### config.mk
export PLATFORM = sky130hd
export DESIGN_NAME = ps2_scancode_decoder
export DESIGN_NICKNAME = d
export VERILOG_FILES = /design/src/rtl/ps2_kbd_pkg.sv /design/src/rtl/ps2_ascii_lut.sv /design/src/rtl/ps2_scancode_decoder.sv
export SDC_FILE = /design/constraint.sdc
export NUM_CORES = 1
export LEC_CHECK = 0
export ABC_AREA = 1
export BUFFER_PORTS_ARGS = -buffer_cell sky130_fd_sc_hd__buf_2
export CORE_MARGIN = 2
export CORE_UTILIZATION = 60
export DETAILED_ROUTE_END_ITERATION = 8
export GPL_TIMING_DRIVEN = 0
export PLACE_DENSITY_LB_ADDON = 0.15
export SETUP_SLACK_MARGIN = 0.02
export SYNTH_ARGS = -nofsm -noshare
export SYNTH_HDL_FRONTEND = slang
export SYNTH_HIERARCHICAL = 1
export SYNTH_SLANG_ARGS = --single-unit
export TNS_END_PERCENT = 30
### constraint.sdc
create_clock -name clk -period 2.9 [get_ports clk]
set_input_delay 0.29 -clock clk [delete_from_list [all_inputs] [get_ports clk]]
set_output_delay 0.29 -clock clk [all_outputs]
set_load 0.03 [all_outputs]
### src/rtl/ps2_kbd_pkg.sv
// Shared constants for the PS/2 scan-code-set-2 decoder: prefix bytes,
// modifier scan codes, discard list, FSM encoding and mods bit positions.
package ps2_kbd_pkg;

  localparam logic [7:0] PFX_E0 = 8'hE0;
  localparam logic [7:0] PFX_E1 = 8'hE1;
  localparam logic [7:0] PFX_F0 = 8'hF0;

  localparam logic [7:0] SC_LSHIFT   = 8'h12;
  localparam logic [7:0] SC_RSHIFT   = 8'h59;
  localparam logic [7:0] SC_CTRL     = 8'h14;
  localparam logic [7:0] SC_ALT      = 8'h11;
  localparam logic [7:0] SC_CAPS     = 8'h58;
  localparam logic [7:0] SC_ENTER    = 8'h5A;
  localparam logic [7:0] SC_KP_SLASH = 8'h4A;

  // Bytes still to swallow after E1 (rest of the Pause make/break sequence).
  localparam logic [2:0] PAUSE_SKIP = 3'd7;

  localparam int MOD_SHIFT = 0;
  localparam int MOD_CTRL  = 1;
  localparam int MOD_ALT   = 2;
  localparam int MOD_CAPS  = 3;

  typedef enum logic {
    S_IDLE = 1'b0,
    S_PROC = 1'b1
  } dec_state_e;

  // Keyboard protocol replies and error bytes that carry no key meaning.
  function automatic logic is_discard(input logic [7:0] code);
    case (code)
      8'h00, 8'hAA, 8'hFA, 8'hFC, 8'hFE, 8'hFF: return 1'b1;
      default:                                  return 1'b0;
    endcase
  endfunction

endpackage

### src/rtl/ps2_ascii_lut.sv
// US-layout scan-code-set-2 to ASCII translation, purely combinational.
// Break handling is done by the caller; this only maps make codes.
module ps2_ascii_lut
  import ps2_kbd_pkg::*;
(
  input  logic [7:0] code_i,
  input  logic       ext_i,
  input  logic       shift_i,
  input  logic       caps_i,
  input  logic       ctrl_i,
  output logic [7:0] ascii_o
);

  logic       letter;
  logic [7:0] base;
  logic [7:0] shifted;

  // Table lookup: letters give their lowercase form, others give base/shifted pair.
  always_comb begin
    letter  = 1'b0;
    base    = 8'h00;
    shifted = 8'h00;
    case (code_i)
      8'h1C: begin letter = 1'b1; base = 8'h61; end
      8'h32: begin letter = 1'b1; base = 8'h62; end
      8'h21: begin letter = 1'b1; base = 8'h63; end
      8'h23: begin letter = 1'b1; base = 8'h64; end
      8'h24: begin letter = 1'b1; base = 8'h65; end
      8'h2B: begin letter = 1'b1; base = 8'h66; end
      8'h34: begin letter = 1'b1; base = 8'h67; end
      8'h33: begin letter = 1'b1; base = 8'h68; end
      8'h43: begin letter = 1'b1; base = 8'h69; end
      8'h3B: begin letter = 1'b1; base = 8'h6A; end
      8'h42: begin letter = 1'b1; base = 8'h6B; end
      8'h4B: begin letter = 1'b1; base = 8'h6C; end
      8'h3A: begin letter = 1'b1; base = 8'h6D; end
      8'h31: begin letter = 1'b1; base = 8'h6E; end
      8'h44: begin letter = 1'b1; base = 8'h6F; end
      8'h4D: begin letter = 1'b1; base = 8'h70; end
      8'h15: begin letter = 1'b1; base = 8'h71; end
      8'h2D: begin letter = 1'b1; base = 8'h72; end
      8'h1B: begin letter = 1'b1; base = 8'h73; end
      8'h2C: begin letter = 1'b1; base = 8'h74; end
      8'h3C: begin letter = 1'b1; base = 8'h75; end
      8'h2A: begin letter = 1'b1; base = 8'h76; end
      8'h1D: begin letter = 1'b1; base = 8'h77; end
      8'h22: begin letter = 1'b1; base = 8'h78; end
      8'h35: begin letter = 1'b1; base = 8'h79; end
      8'h1A: begin letter = 1'b1; base = 8'h7A; end
      8'h45: begin base = 8'h30; shifted = 8'h29; end
      8'h16: begin base = 8'h31; shifted = 8'h21; end
      8'h1E: begin base = 8'h32; shifted = 8'h40; end
      8'h26: begin base = 8'h33; shifted = 8'h23; end
      8'h25: begin base = 8'h34; shifted = 8'h24; end
      8'h2E: begin base = 8'h35; shifted = 8'h25; end
      8'h36: begin base = 8'h36; shifted = 8'h5E; end
      8'h3D: begin base = 8'h37; shifted = 8'h26; end
      8'h3E: begin base = 8'h38; shifted = 8'h2A; end
      8'h46: begin base = 8'h39; shifted = 8'h28; end
      8'h0E: begin base = 8'h60; shifted = 8'h7E; end
      8'h4E: begin base = 8'h2D; shifted = 8'h5F; end
      8'h55: begin base = 8'h3D; shifted = 8'h2B; end
      8'h54: begin base = 8'h5B; shifted = 8'h7B; end
      8'h5B: begin base = 8'h5D; shifted = 8'h7D; end
      8'h5D: begin base = 8'h5C; shifted = 8'h7C; end
      8'h4C: begin base = 8'h3B; shifted = 8'h3A; end
      8'h52: begin base = 8'h27; shifted = 8'h22; end
      8'h41: begin base = 8'h2C; shifted = 8'h3C; end
      8'h49: begin base = 8'h2E; shifted = 8'h3E; end
      8'h4A: begin base = 8'h2F; shifted = 8'h3F; end
      8'h29: begin base = 8'h20; shifted = 8'h20; end
      8'h5A: begin base = 8'h0D; shifted = 8'h0D; end
      8'h66: begin base = 8'h08; shifted = 8'h08; end
      8'h0D: begin base = 8'h09; shifted = 8'h09; end
      8'h76: begin base = 8'h1B; shifted = 8'h1B; end
      default: begin base = 8'h00; shifted = 8'h00; end
    endcase
  end

  // Apply modifiers; extended keys only map keypad Enter and keypad slash.
  always_comb begin
    ascii_o = 8'h00;
    if (ext_i) begin
      if (code_i == SC_ENTER) begin
        ascii_o = 8'h0D;
      end else if (code_i == SC_KP_SLASH) begin
        ascii_o = 8'h2F;
      end
    end else if (letter) begin
      if (ctrl_i) begin
        ascii_o = base - 8'h60;
      end else if (shift_i ^ caps_i) begin
        ascii_o = base - 8'h20;
      end else begin
        ascii_o = base;
      end
    end else begin
      ascii_o = shift_i ? shifted : base;
    end
  end

endmodule

### src/rtl/ps2_scancode_decoder.sv
// Pops scan-code set 2 bytes from the PS/2 receiver FIFO, resolves E0/F0/E1
// prefixes, tracks modifier state and emits key events over valid/ready.
//
//   state  | meaning
//   S_IDLE | wait for a byte and room in the event register, then pop it
//   S_PROC | release the pop strobe and decode the captured byte
module ps2_scancode_decoder
  import ps2_kbd_pkg::*;
#(
  parameter bit EMIT_BREAK     = 1'b1,
  parameter bit EMIT_MODIFIERS = 1'b1
) (
  input  logic       clk,
  input  logic       clr,
  input  logic [7:0] kbd_data,
  input  logic       kbd_ready,
  output logic       kbd_nextdata_n,
  output logic       evt_valid,
  input  logic       evt_ready,
  output logic [7:0] evt_code,
  output logic       evt_ext,
  output logic       evt_break,
  output logic [7:0] evt_ascii,
  output logic [3:0] mods
);

  dec_state_e state_q, state_d;
  logic [7:0] code_q, code_d;
  logic       nextdata_n_q, nextdata_n_d;
  logic       ext_q, ext_d;
  logic       brk_q, brk_d;
  logic [2:0] skip_q, skip_d;
  logic       shift_l_q, shift_l_d;
  logic       shift_r_q, shift_r_d;
  logic       ctrl_l_q, ctrl_l_d;
  logic       ctrl_r_q, ctrl_r_d;
  logic       alt_l_q, alt_l_d;
  logic       alt_r_q, alt_r_d;
  logic       caps_lock_q, caps_lock_d;
  logic       caps_held_q, caps_held_d;
  logic       evt_valid_q, evt_valid_d;
  logic [7:0] evt_code_q, evt_code_d;
  logic       evt_ext_q, evt_ext_d;
  logic       evt_break_q, evt_break_d;
  logic [7:0] evt_ascii_q, evt_ascii_d;

  logic       shift_now;
  logic       ctrl_now;
  logic       alt_now;
  logic       is_mod;
  logic       emit;
  logic [7:0] lut_ascii;

  assign shift_now = shift_l_q | shift_r_q;
  assign ctrl_now  = ctrl_l_q | ctrl_r_q;
  assign alt_now   = alt_l_q | alt_r_q;

  // E0 12 / E0 59 are fake shifts in some sequences, so only plain codes count.
  assign is_mod = (!ext_q && (code_q == SC_LSHIFT || code_q == SC_RSHIFT ||
                              code_q == SC_CAPS)) ||
                  code_q == SC_CTRL || code_q == SC_ALT;
  assign emit   = (!brk_q || EMIT_BREAK) && (!is_mod || EMIT_MODIFIERS);

  ps2_ascii_lut u_lut (
    .code_i  (code_q),
    .ext_i   (ext_q),
    .shift_i (shift_now),
    .caps_i  (caps_lock_q),
    .ctrl_i  (ctrl_now),
    .ascii_o (lut_ascii)
  );

  // State, prefix, modifier and event registers.
  always_ff @(posedge clk or posedge clr) begin
    if (clr) begin
      state_q      <= S_IDLE;
      code_q       <= 8'h00;
      nextdata_n_q <= 1'b1;
      ext_q        <= 1'b0;
      brk_q        <= 1'b0;
      skip_q       <= 3'd0;
      shift_l_q    <= 1'b0;
      shift_r_q    <= 1'b0;
      ctrl_l_q     <= 1'b0;
      ctrl_r_q     <= 1'b0;
      alt_l_q      <= 1'b0;
      alt_r_q      <= 1'b0;
      caps_lock_q  <= 1'b0;
      caps_held_q  <= 1'b0;
      evt_valid_q  <= 1'b0;
      evt_code_q   <= 8'h00;
      evt_ext_q    <= 1'b0;
      evt_break_q  <= 1'b0;
      evt_ascii_q  <= 8'h00;
    end else begin
      state_q      <= state_d;
      code_q       <= code_d;
      nextdata_n_q <= nextdata_n_d;
      ext_q        <= ext_d;
      brk_q        <= brk_d;
      skip_q       <= skip_d;
      shift_l_q    <= shift_l_d;
      shift_r_q    <= shift_r_d;
      ctrl_l_q     <= ctrl_l_d;
      ctrl_r_q     <= ctrl_r_d;
      alt_l_q      <= alt_l_d;
      alt_r_q      <= alt_r_d;
      caps_lock_q  <= caps_lock_d;
      caps_held_q  <= caps_held_d;
      evt_valid_q  <= evt_valid_d;
      evt_code_q   <= evt_code_d;
      evt_ext_q    <= evt_ext_d;
      evt_break_q  <= evt_break_d;
      evt_ascii_q  <= evt_ascii_d;
    end
  end

  // Next-state: pop in S_IDLE, decode in S_PROC; an accepted event retires
  // on the same edge a new one may load.
  always_comb begin
    state_d      = state_q;
    code_d       = code_q;
    nextdata_n_d = 1'b1;
    ext_d        = ext_q;
    brk_d        = brk_q;
    skip_d       = skip_q;
    shift_l_d    = shift_l_q;
    shift_r_d    = shift_r_q;
    ctrl_l_d     = ctrl_l_q;
    ctrl_r_d     = ctrl_r_q;
    alt_l_d      = alt_l_q;
    alt_r_d      = alt_r_q;
    caps_lock_d  = caps_lock_q;
    caps_held_d  = caps_held_q;
    evt_valid_d  = evt_valid_q & ~evt_ready;
    evt_code_d   = evt_code_q;
    evt_ext_d    = evt_ext_q;
    evt_break_d  = evt_break_q;
    evt_ascii_d  = evt_ascii_q;

    case (state_q)
      S_IDLE: begin
        if (kbd_ready && (!evt_valid_q || evt_ready)) begin
          code_d       = kbd_data;
          nextdata_n_d = 1'b0;
          state_d      = S_PROC;
        end
      end
      S_PROC: begin
        state_d = S_IDLE;
        if (skip_q != 3'd0) begin
          skip_d = skip_q - 3'd1;
        end else if (code_q == PFX_E1) begin
          skip_d = PAUSE_SKIP;
        end else if (code_q == PFX_E0) begin
          ext_d = 1'b1;
        end else if (code_q == PFX_F0) begin
          brk_d = 1'b1;
        end else if (!is_discard(code_q)) begin
          if (!ext_q && code_q == SC_LSHIFT) shift_l_d = !brk_q;
          if (!ext_q && code_q == SC_RSHIFT) shift_r_d = !brk_q;
          if (code_q == SC_CTRL) begin
            if (ext_q) ctrl_r_d = !brk_q;
            else       ctrl_l_d = !brk_q;
          end
          if (code_q == SC_ALT) begin
            if (ext_q) alt_r_d = !brk_q;
            else       alt_l_d = !brk_q;
          end
          if (!ext_q && code_q == SC_CAPS) begin
            if (brk_q) begin
              caps_held_d = 1'b0;
            end else begin
              if (!caps_held_q) caps_lock_d = !caps_lock_q;
              caps_held_d = 1'b1;
            end
          end
          if (emit) begin
            evt_valid_d = 1'b1;
            evt_code_d  = code_q;
            evt_ext_d   = ext_q;
            evt_break_d = brk_q;
            evt_ascii_d = brk_q ? 8'h00 : lut_ascii;
          end
          ext_d = 1'b0;
          brk_d = 1'b0;
        end
      end
      default: state_d = S_IDLE;
    endcase
  end

  // Live modifier view packed into the documented bit positions.
  always_comb begin
    mods            = 4'b0000;
    mods[MOD_SHIFT] = shift_now;
    mods[MOD_CTRL]  = ctrl_now;
    mods[MOD_ALT]   = alt_now;
    mods[MOD_CAPS]  = caps_lock_q;
  end

  assign kbd_nextdata_n = nextdata_n_q;
  assign evt_valid      = evt_valid_q;
  assign evt_code       = evt_code_q;
  assign evt_ext        = evt_ext_q;
  assign evt_break      = evt_break_q;
  assign evt_ascii      = evt_ascii_q;

endmodule

==> impl_metrics.ini, run 1 <==
[sta]
slew_viol_final = 0
hold_violations = 0
tightest_slew_ns = 0.8739
relSlewSlack = 0.4166
rsz0062_at_grt = no
fin_skew_ns = 0.008016
period_share = 0.9019
post-route-min-period_ns = 2.616
setup_viol = 0
tns_ns = 0
fmax_mhz = 382.3

[setup_path]
slowest_delay_ns = 0.47
path_common_cell = nand2_1
r2r_start = code_q[5]
critPathLaunchType = flip-flop
critPathLaunch = code_q[5]
crit_path_top_delay_cell = dfrtp_1
crit_required_ns = 3.14
arrival_ns = 2.86
crit_chain = inv_1 -> nand2_1 -> nor2_2 -> nand2_1 -> and2_1 -> nand3_1 -> nor2_4 -> nand3_2 -> inv_1 -> ha_1 -> o21bai_1 -> inv_1 -> nand2_1 -> a21oi_1 -> nor2_1 -> nand2_1 -> nand2_1
crit_path_end_kind = flip-flop
crit_fanout = 9
critPathKind = flip-flop to flip-flop

[synth]
synth_top_cell_area_share = 0.3060
synth.distinct_cells = 33
synth.avg_cell_area_um2 = 6.141
yosys-top-cells-count = nand2_1 (203), nor2_1 (79), dfrtp_1 (41), nand3_1 (41), inv_1 (39)
yosys-top-cells-area = dfrtp_1 (31%), nand2_1 (23%), nor2_1 (8.8%), nand3_1 (6.1%), inv_1 (4.4%)
syn_nets = 562
synth_area_um2 = 3353
postSynth.asyncResetShare = 1.000
synth_warnings = 6
yosysMostFrequentCell = nand2_1
syn-instance-count = 546
ys_ff_latch = 42
synth_top_area_cell = dfrtp_1
synth_edf_count = 0
synthFlopType = dfrtp_1
synth_seq_area_share = 0.3138

[cts]
numCtsBuffers = 5
numClockSinks = 42
clk_pin_slew_ns = 0.09
cts_max_level = 2
clock_path_buffers = 2
clock_latency_ns = 0.30
cts_resized = 0
cts_tree = done
postCtsHoldBufs = 0
postCtsSetupBuffers = 0
root_buffer = clkbuf_8

[job]
drv_cap = 0

[placed_design]
dp.cells = 653
gp_congestion = 1.027
hpwlAfterDp_um = 7217
portBuffers = 35

[floorplan]
initial_core_util = 0.6165
die_h_um = 78.76
coreArea_um2 = 5439
die_area_um2 = 6202
num_io_pins = 36
row_count = 27
die_x_um = 78.76

[route]
wl_per_cell_um = 13.95
wl_met2_um = 4498
via_count = 3764
drtIter0Drc = 359
viasPerCell = 5.694
wl_met1_um = 3932
drt_pre_antenna_iters = 5
top_layer_used = met4
wl_met3_um = 528
detail_route.drc_violations = 0
totalWireLength_um = 9224
antenna_left = 0

[grt]
grt_pass1_vias = 3634
gr-total-overflow = 0
grt_first_pass_wirelength_um = 15990
grt_max_degree = 43
antenna_found_initial = 0
track_usage = 0.3221

[power]
leakagePower_nw = 2.214
ir_drop_mv = 0.5491
pwr_density_cell_nw_per_um2 = 782.2

[final_layout]
multiInputGateArea_um2 = 2037
syn2layout_area_growth_pct = 11.53
fin_cells = 661
drive_gt1_frac = 0.1766
fin_nets = 604
seqCellArea_um2 = 1056
insertedDiodeCount = 0
fillers = 496

[hold_path]
hp-class = input port to asynchronous set/reset pin

[outcome]
status = completed
-- cells in the final DEF, fill, tap and decap left out, types with 2 or more instances in the layout --
| cell | instances |
|---|---|
| dfrtp_1 | 38 |
| buf_6 | 2 |
| buf_4 | 5 |
| nand2_4 | 2 |
| inv_2 | 13 |
| nand4_1 | 16 |
| nand2_1 | 203 |
| or2_2 | 3 |
| nor3_1 | 10 |
| a21oi_1 | 11 |
| nand2_2 | 9 |
| o21ai_2 | 2 |
| o21ai_0 | 25 |
| nor2_2 | 13 |
| dfrtp_2 | 3 |
| nor2_1 | 76 |
| nor2_4 | 4 |
| nand3_1 | 41 |
| clkbuf_1 | 4 |
| ha_1 | 4 |
| clkbuf_8 | 5 |
| inv_1 | 38 |
| nand3_2 | 3 |
| nor3b_1 | 2 |
| and2_1 | 3 |
| buf_2 | 36 |
| o21ai_1 | 8 |
-- state kept, by name, indices dropped and copies added, names as in the netlist, 3 cells and up --
| register | count |
|---|---|
| code_q | 8 |
| evt_code | 8 |
| skip_q | 3 |
| evt_ascii | 8 |
-- power by group --
group          switching, mW  total, mW  internal (mW)
sequential             0.180      0.934          0.754
combinational           1.06       1.52          0.467
clock                  0.209      0.466          0.257
total                   1.45       2.93           1.48
-- metrics by stage --
stage	worst slack [ns]	power [mW]	utilization	hold slack (ns)	instance area, µm²
floorplan	0.6758	2.045	-	0.3905	3353
global route	0.02140	3.144	0.6876	0.2039	3740
finish	0.2844	2.925	0.6876	0.1728	3740
CTS	0.1872	2.913	0.6855	0.1925	3729
detailed placement	0.1955	2.440	0.6653	0.4598	3618
global placement	0.2558	2.371	0.6653	0.4593	3618
-- worst max-delay path: cells and delay by family (launching register included) --
family	cells	cell delay (ns)
AOI/OAI and AO/OA	2	0.18
adders and majority gates	1	0.28
buffers and inverters	3	0.26
DFF	1	0.47
and+or+nand+nor	11	1.38
-- cell families (layout without fill, tap and decap cells) --
group,count (synthesis),after routing,synth area share
simple gates,387,387,0.5101
buf+inv,63,106,0.08097
xor+xnor,1,1,0.002612
flops,42,42,0.3138
fa+ha+maj,4,4,0.01493
compound gates,49,49,0.07762
-- layer usage --
metal / up-vias / GRT usage
met2: 177 / 0.5641
met4: 0 / 0.1105
met1: 1733 / 0.4148
met3: 30 / 0.03523
li1: 1824 / -
met5: - / 0
-- final timing paths --
check / endpoint / slack, ns / depth (start not counted)
worst max-delay path: evt_ascii[6] / 0.28 / 17
worst min-delay path: evt_ext / 0.17 / 2
worst max register to register: evt_ascii[6] / 0.28 / 17
worst min register to register: evt_ascii[1] / 0.48 / 2
max in group asynchronous: code_q[3] / 2.13 / 2
min in group clk: kbd_nextdata_n / 0.19 / 2
-- final cells by class --
class | instances | share of cell area
multi-input cells | 441 | 0.5447
plain buffers | 11 | 0.02041
clock buffers | 6 | 0.01940
repair buffers | 35 | 0.04684
clock inverters | 2 | 0.01004
inverters | 52 | 0.05219
well taps | 72 | 0.02409
flip-flops and latches | 42 | 0.2824
(Power assumes the default switching activity.)
==> run 2, diff against run 1 <==
--- a/config.mk
+++ b/config.mk
@@ -10,7 +10,6 @@
 export CORE_MARGIN = 2
 export CORE_UTILIZATION = 60
 export DETAILED_ROUTE_END_ITERATION = 8
-export GPL_TIMING_DRIVEN = 0
 export PLACE_DENSITY_LB_ADDON = 0.15
 export SETUP_SLACK_MARGIN = 0.02
 export SYNTH_ARGS = -nofsm -noshare
==> impl_metrics.ini, run 2 (synthesized netlist as in run 1, its figures left out) <==
[final_layout]
syn2layout_area_growth_pct = 9.851
fillers = 481
utilization = 0.6772
fin_nets = 596
final_common_cell = nand2_1
insertedDiodeCount = 0
final_cell_mix = nand2_1 (203), nor2_1 (77), nand3_1 (41)
drive_gt1_frac = 0.1652

[cts]
postCtsHoldBufs = 0
numCtsBuffers = 5
clock_latency_ns = 0.30
cts_tree = done
cts_max_level = 2
postCtsSetupBuffers = 0
cts_resized = 0
clk_pin_slew_ns = 0.08
clock_path_buffers = 2
numClockSinks = 42
root_buffer = clkbuf_8

[placed_design]
hpwlAfterDp_um = 7189
gp_congestion = 1.004
portBuffers = 35

[floorplan]
num_io_pins = 36
die_x_um = 78.76
coreArea_um2 = 5439
die_area_um2 = 6202
row_count = 27
initial_core_util = 0.6165
die_h_um = 78.76

[route]
wl_per_cell_um = 13.98
via_count = 3732
drtIter0Drc = 357
detail_route.drc_violations = 0
totalWireLength_um = 9131
antenna_left = 0
drt_pre_antenna_iters = 5
viasPerCell = 5.715

[setup_path]
critPathKind = flip-flop to flip-flop
crit_required_ns = 3.14
crit_fanout = 9
crit_path_end_kind = flip-flop
arrival_ns = 2.84
critPathLaunchType = flip-flop

[grt]
track_usage = 0.3175
grt_max_degree = 30
gr-total-overflow = 0
antenna_found_initial = 0
grt_first_pass_wirelength_um = 15660
grt_pass1_vias = 3510

[sta]
holdWs_ns = 0.1933
hold_violations = 0
rsz0062_at_grt = no
fin_skew_ns = 0.01193
tns_ns = 0
setup_viol = 0
fmax_mhz = 384.5
post-route-min-period_ns = 2.601
slew_viol_final = 0
period_share = 0.8968
tightest_slew_ns = 1.006
relSlewSlack = 0.3287

[power]
pwr_density_cell_nw_per_um2 = 784.8
leakagePower_nw = 2.192
ir_drop_mv = 0.5869

[outcome]
status = completed

[hold_path]
hp-class = input port to flip-flop

[job]
drv_cap = 0
==> run 2: worst paths after layout <==
kind                              start             end  slack (ns)  depth (start not counted)
setup reg to reg              code_q[7]    evt_ascii[6]        0.30                         17
max in group asynchronous           clr    evt_ascii[4]        1.91                          3
setup / recovery              code_q[7]    evt_ascii[6]        0.30                         17
hold reg to reg            evt_ascii[1]    evt_ascii[1]        0.48                          2
hold / removal                kbd_ready  kbd_nextdata_n        0.19                          2
min in group asynchronous           clr       evt_valid        0.21                          2
==> run 2: metrics by stage <==
step | instances | power [mW] | instance area [µm²] | worst slack (ns)
floorplan | 546 | 2.045 | 3353 | 0.6758
global placement | 645 | 2.354 | 3565 | 0.2546
detailed placement | 645 | 2.395 | 3565 | 0.1392
CTS | 653 | 2.870 | 3677 | 0.1127
global route | 653 | 3.122 | 3684 | 0.04044
finish | 653 | 2.891 | 3684 | 0.2994
==> run 2: per-layer routing <==
layer  share of wire  routed length (µm)  up-vias  global-route usage
met4           0.032                 288        0              0.1211
met5               0                   0        -                   0
met1            0.40                3640     1685              0.4042
met2            0.49                4486      217              0.5487
li1                -                   -     1801                   -
met3           0.078                 714       29             0.04432
==> run 2: worst max-delay path: stages, from the launching register on <==
cell      delay (ns)
dfrtp_1         0.45
inv_1           0.12
nand2_1         0.11
nor2_2          0.42
nand2_1         0.16
and2_1          0.20
nand3_1         0.12
nor2_4          0.07
nand2_2         0.08
inv_1           0.05
ha_1            0.29
o21bai_1        0.14
inv_1           0.05
nand2_1         0.06
a21oi_1         0.06
nor2_1          0.08
nand2_1         0.06
nand2_1         0.06
==> run 2: report_power, final <==
| part | switching, mW | internal [mW] |
|---|---|---|
| registers | 0.179 | 0.752 |
| logic | 1.04 | 0.444 |
| clock network | 0.214 | 0.258 |
| total | 1.44 | 1.45 |
==> run 2: final cells by class <==
| class | instances | area, µm² | share of cell area |
|---|---|---|---|
| clock buffers | 5 | 68.82 | 0.01868 |
| clock inverters | 3 | 43.79 | 0.01189 |
| inverters | 52 | 195.2 | 0.05299 |
| multi-input cells | 441 | 2034 | 0.5523 |
| flip-flops and latches | 42 | 1054 | 0.2860 |
| well taps | 72 | 90.09 | 0.02446 |
| repair buffers | 38 | 197.7 | 0.05367 |
==> run 3, diff against run 2 <==
--- a/config.mk
+++ b/config.mk
@@ -7,6 +7,7 @@
 export LEC_CHECK = 0
 export ABC_AREA = 1
 export BUFFER_PORTS_ARGS = -buffer_cell sky130_fd_sc_hd__buf_2
+export CAP_MARGIN = 10
 export CORE_MARGIN = 2
 export CORE_UTILIZATION = 60
 export DETAILED_ROUTE_END_ITERATION = 8
==> constraint.sdc (replaced) <==
create_clock -name clk -period 2.54 [get_ports clk]
set_input_delay 0.254 -clock clk [delete_from_list [all_inputs] [get_ports clk]]
set_output_delay 0.254 -clock clk [all_outputs]
set_load 0.03 [all_outputs]
==> impl_metrics.ini, run 3 (synthesized netlist as in run 1, its figures left out) <==
[outcome]
status = completed

[cts]
root_buffer = clkbuf_8
clock_path_buffers = 2
numClockSinks = 42
clk_pin_slew_ns = 0.08
cts_tree = done
numCtsBuffers = 5
postCtsHoldBufs = 0
cts_max_level = 2
clock_latency_ns = 0.29

[route]
via_count = 3893
drtIter0Drc = 373
wl_per_cell_um = 14.32
detail_route.drc_violations = 0
antenna_left = 0
drt_pre_antenna_iters = 7
viasPerCell = 5.692
totalWireLength_um = 9796

[power]
p_clk_frac = 0.124
internal_power_mw = 1.725
seqPwrFrac = 0.301
pwr-share-comb = 0.575
pwr_density_cell_nw_per_um2 = 865.9
leakagePower_nw = 2.347
power_mw = 3.469
ir_drop_mv = 0.6978
p_sw_frac = 0.5027
p_switching_mw = 1.744

[sta]
relSlewSlack = 0.5960
fmax_mhz = 416.0
post-route-min-period_ns = 2.404
setup_viol = 0
setup_ws_ns = 0.1360
hold_violations = 0
holdWs_ns = 0.07947
period_share = 0.9465
slew_viol_final = 0
tns_ns = 0
fin_skew_ns = 0.006312
tightest_slew_ns = 0.6038

[final_layout]
fin_cells = 684
insertedDiodeCount = 0
fillers = 437
syn2layout_area_growth_pct = 19.48
drive_gt1_frac = 0.2533
final_cell_mix = nand2_1 (193), nor2_1 (67), nand3_1 (40)
stdcell_area_um2 = 4006
final_common_cell = nand2_1
seqCellArea_um2 = 1060
fin_nets = 627
utilization = 0.7366
multiInputGateArea_um2 = 2141

[placed_design]
dp.cells = 665
hpwlAfterDp_um = 7441
gp_congestion = 1.039
portBuffers = 35
place_area_um2 = 3715
post-place-ws_ns = -0.04879

[floorplan]
die_x_um = 78.76
die_area_um2 = 6202
initial_core_util = 0.6165
row_count = 27
coreArea_um2 = 5439
num_io_pins = 36
die_h_um = 78.76

[grt]
grt_pass1_vias = 3589
antenna_found_initial = 0
grt_max_degree = 43
gr-total-overflow = 0
grt_first_pass_wirelength_um = 15840
track_usage = 0.3233

[hold_path]
hp-class = input port to asynchronous set/reset pin

[setup_path]
critPathKind = flip-flop to flip-flop
crit_path_top_delay_cell = dfrtp_2
ff2ff_setup_slack_ns = 0.14
slowest_delay_ns = 0.46
crit_fanout = 7
critPathLaunchType = flip-flop
crit_path_end_kind = flip-flop
crit_required_ns = 2.78
path_common_cell = nand2_1
arrival_ns = 2.64
crit_chain = buf_4 -> nor2_1 -> nand2_1 -> o21ai_1 -> nor2_1 -> nand2_1 -> nor2_4 -> nand3_4 -> inv_1 -> ha_1 -> o21bai_1 -> inv_1 -> nand2_1 -> a21oi_1 -> nor2_1 -> nand2_1 -> nand2_1

[job]
drv_cap = 0
## run 3: cell count changes in the layout (fill, tap and decap cells not counted), moves of 2 or more
cell,previous run,this run
nor2_4,4,11
nor2_1,77,67
nand2_1,203,193
nand2_2,9,18
dfrtp_2,1,6
dfrtp_1,40,35
inv_2,12,14
buf_4,3,33
inv_1,39,37
nor2_2,12,15
## run 3: layout make-up
cell class | instances | share of cell area
Multi-Input combinational cell | 441 | 0.5344
Timing Repair Buffer | 69 | 0.1084
Inverter | 52 | 0.04872
Clock inverter | 2 | 0.003435
Clock buffer | 6 | 0.01811
Tap cell | 72 | 0.02249
Sequential cell | 42 | 0.2645
## run 3: power by group through the flow
stage	logic [mW]	registers (mW)	clock network [mW]
after detailed placement	1.78	1.04	0
final	2.00	1.04	0.429
after global placement	1.72	1.03	0
after CTS	1.79	1.03	0.432
after global routing	2.21	1.07	0.461
after floorplan	1.10	1.24	0
## run 3: metal layers
| layer | global-route usage | part of all wire |
|---|---|---|
| met3 | 0.04091 | 0.068 |
| met2 | 0.5504 | 0.48 |
| met1 | 0.4080 | 0.41 |
| met5 | 0 | 0 |
| met4 | 0.1561 | 0.040 |
## run 3: worst max-delay path, delay by kind of cell (launching register included)
kind	cells	cell delay (ns)
buffers and inverters	3	0.25
AO/OA/AOI/OAI	3	0.43
flip-flops	1	0.46
AND/OR/NAND/NOR	10	0.94
adder cells (fa/ha/maj)	1	0.27
## run 3: path summary, 6_finish.rpt
path                       cells after the start          from              to
max in group asynchronous                      3           clr       code_q[0]
setup / recovery                              17     code_q[4]    evt_ascii[6]
hold reg to reg                                2  evt_ascii[1]    evt_ascii[1]
setup reg to reg                              17     code_q[4]    evt_ascii[6]
min in group clk                               2     kbd_ready  kbd_nextdata_n
hold / removal                                 3           clr       skip_q[0]
## run 3: repair_timing
action / in CTS / in global routing
gates resized for setup: 3 / 40
pin swaps: 0 / 10
setup endpoints to repair: 1 / 5
setup buffers: 0 / 12
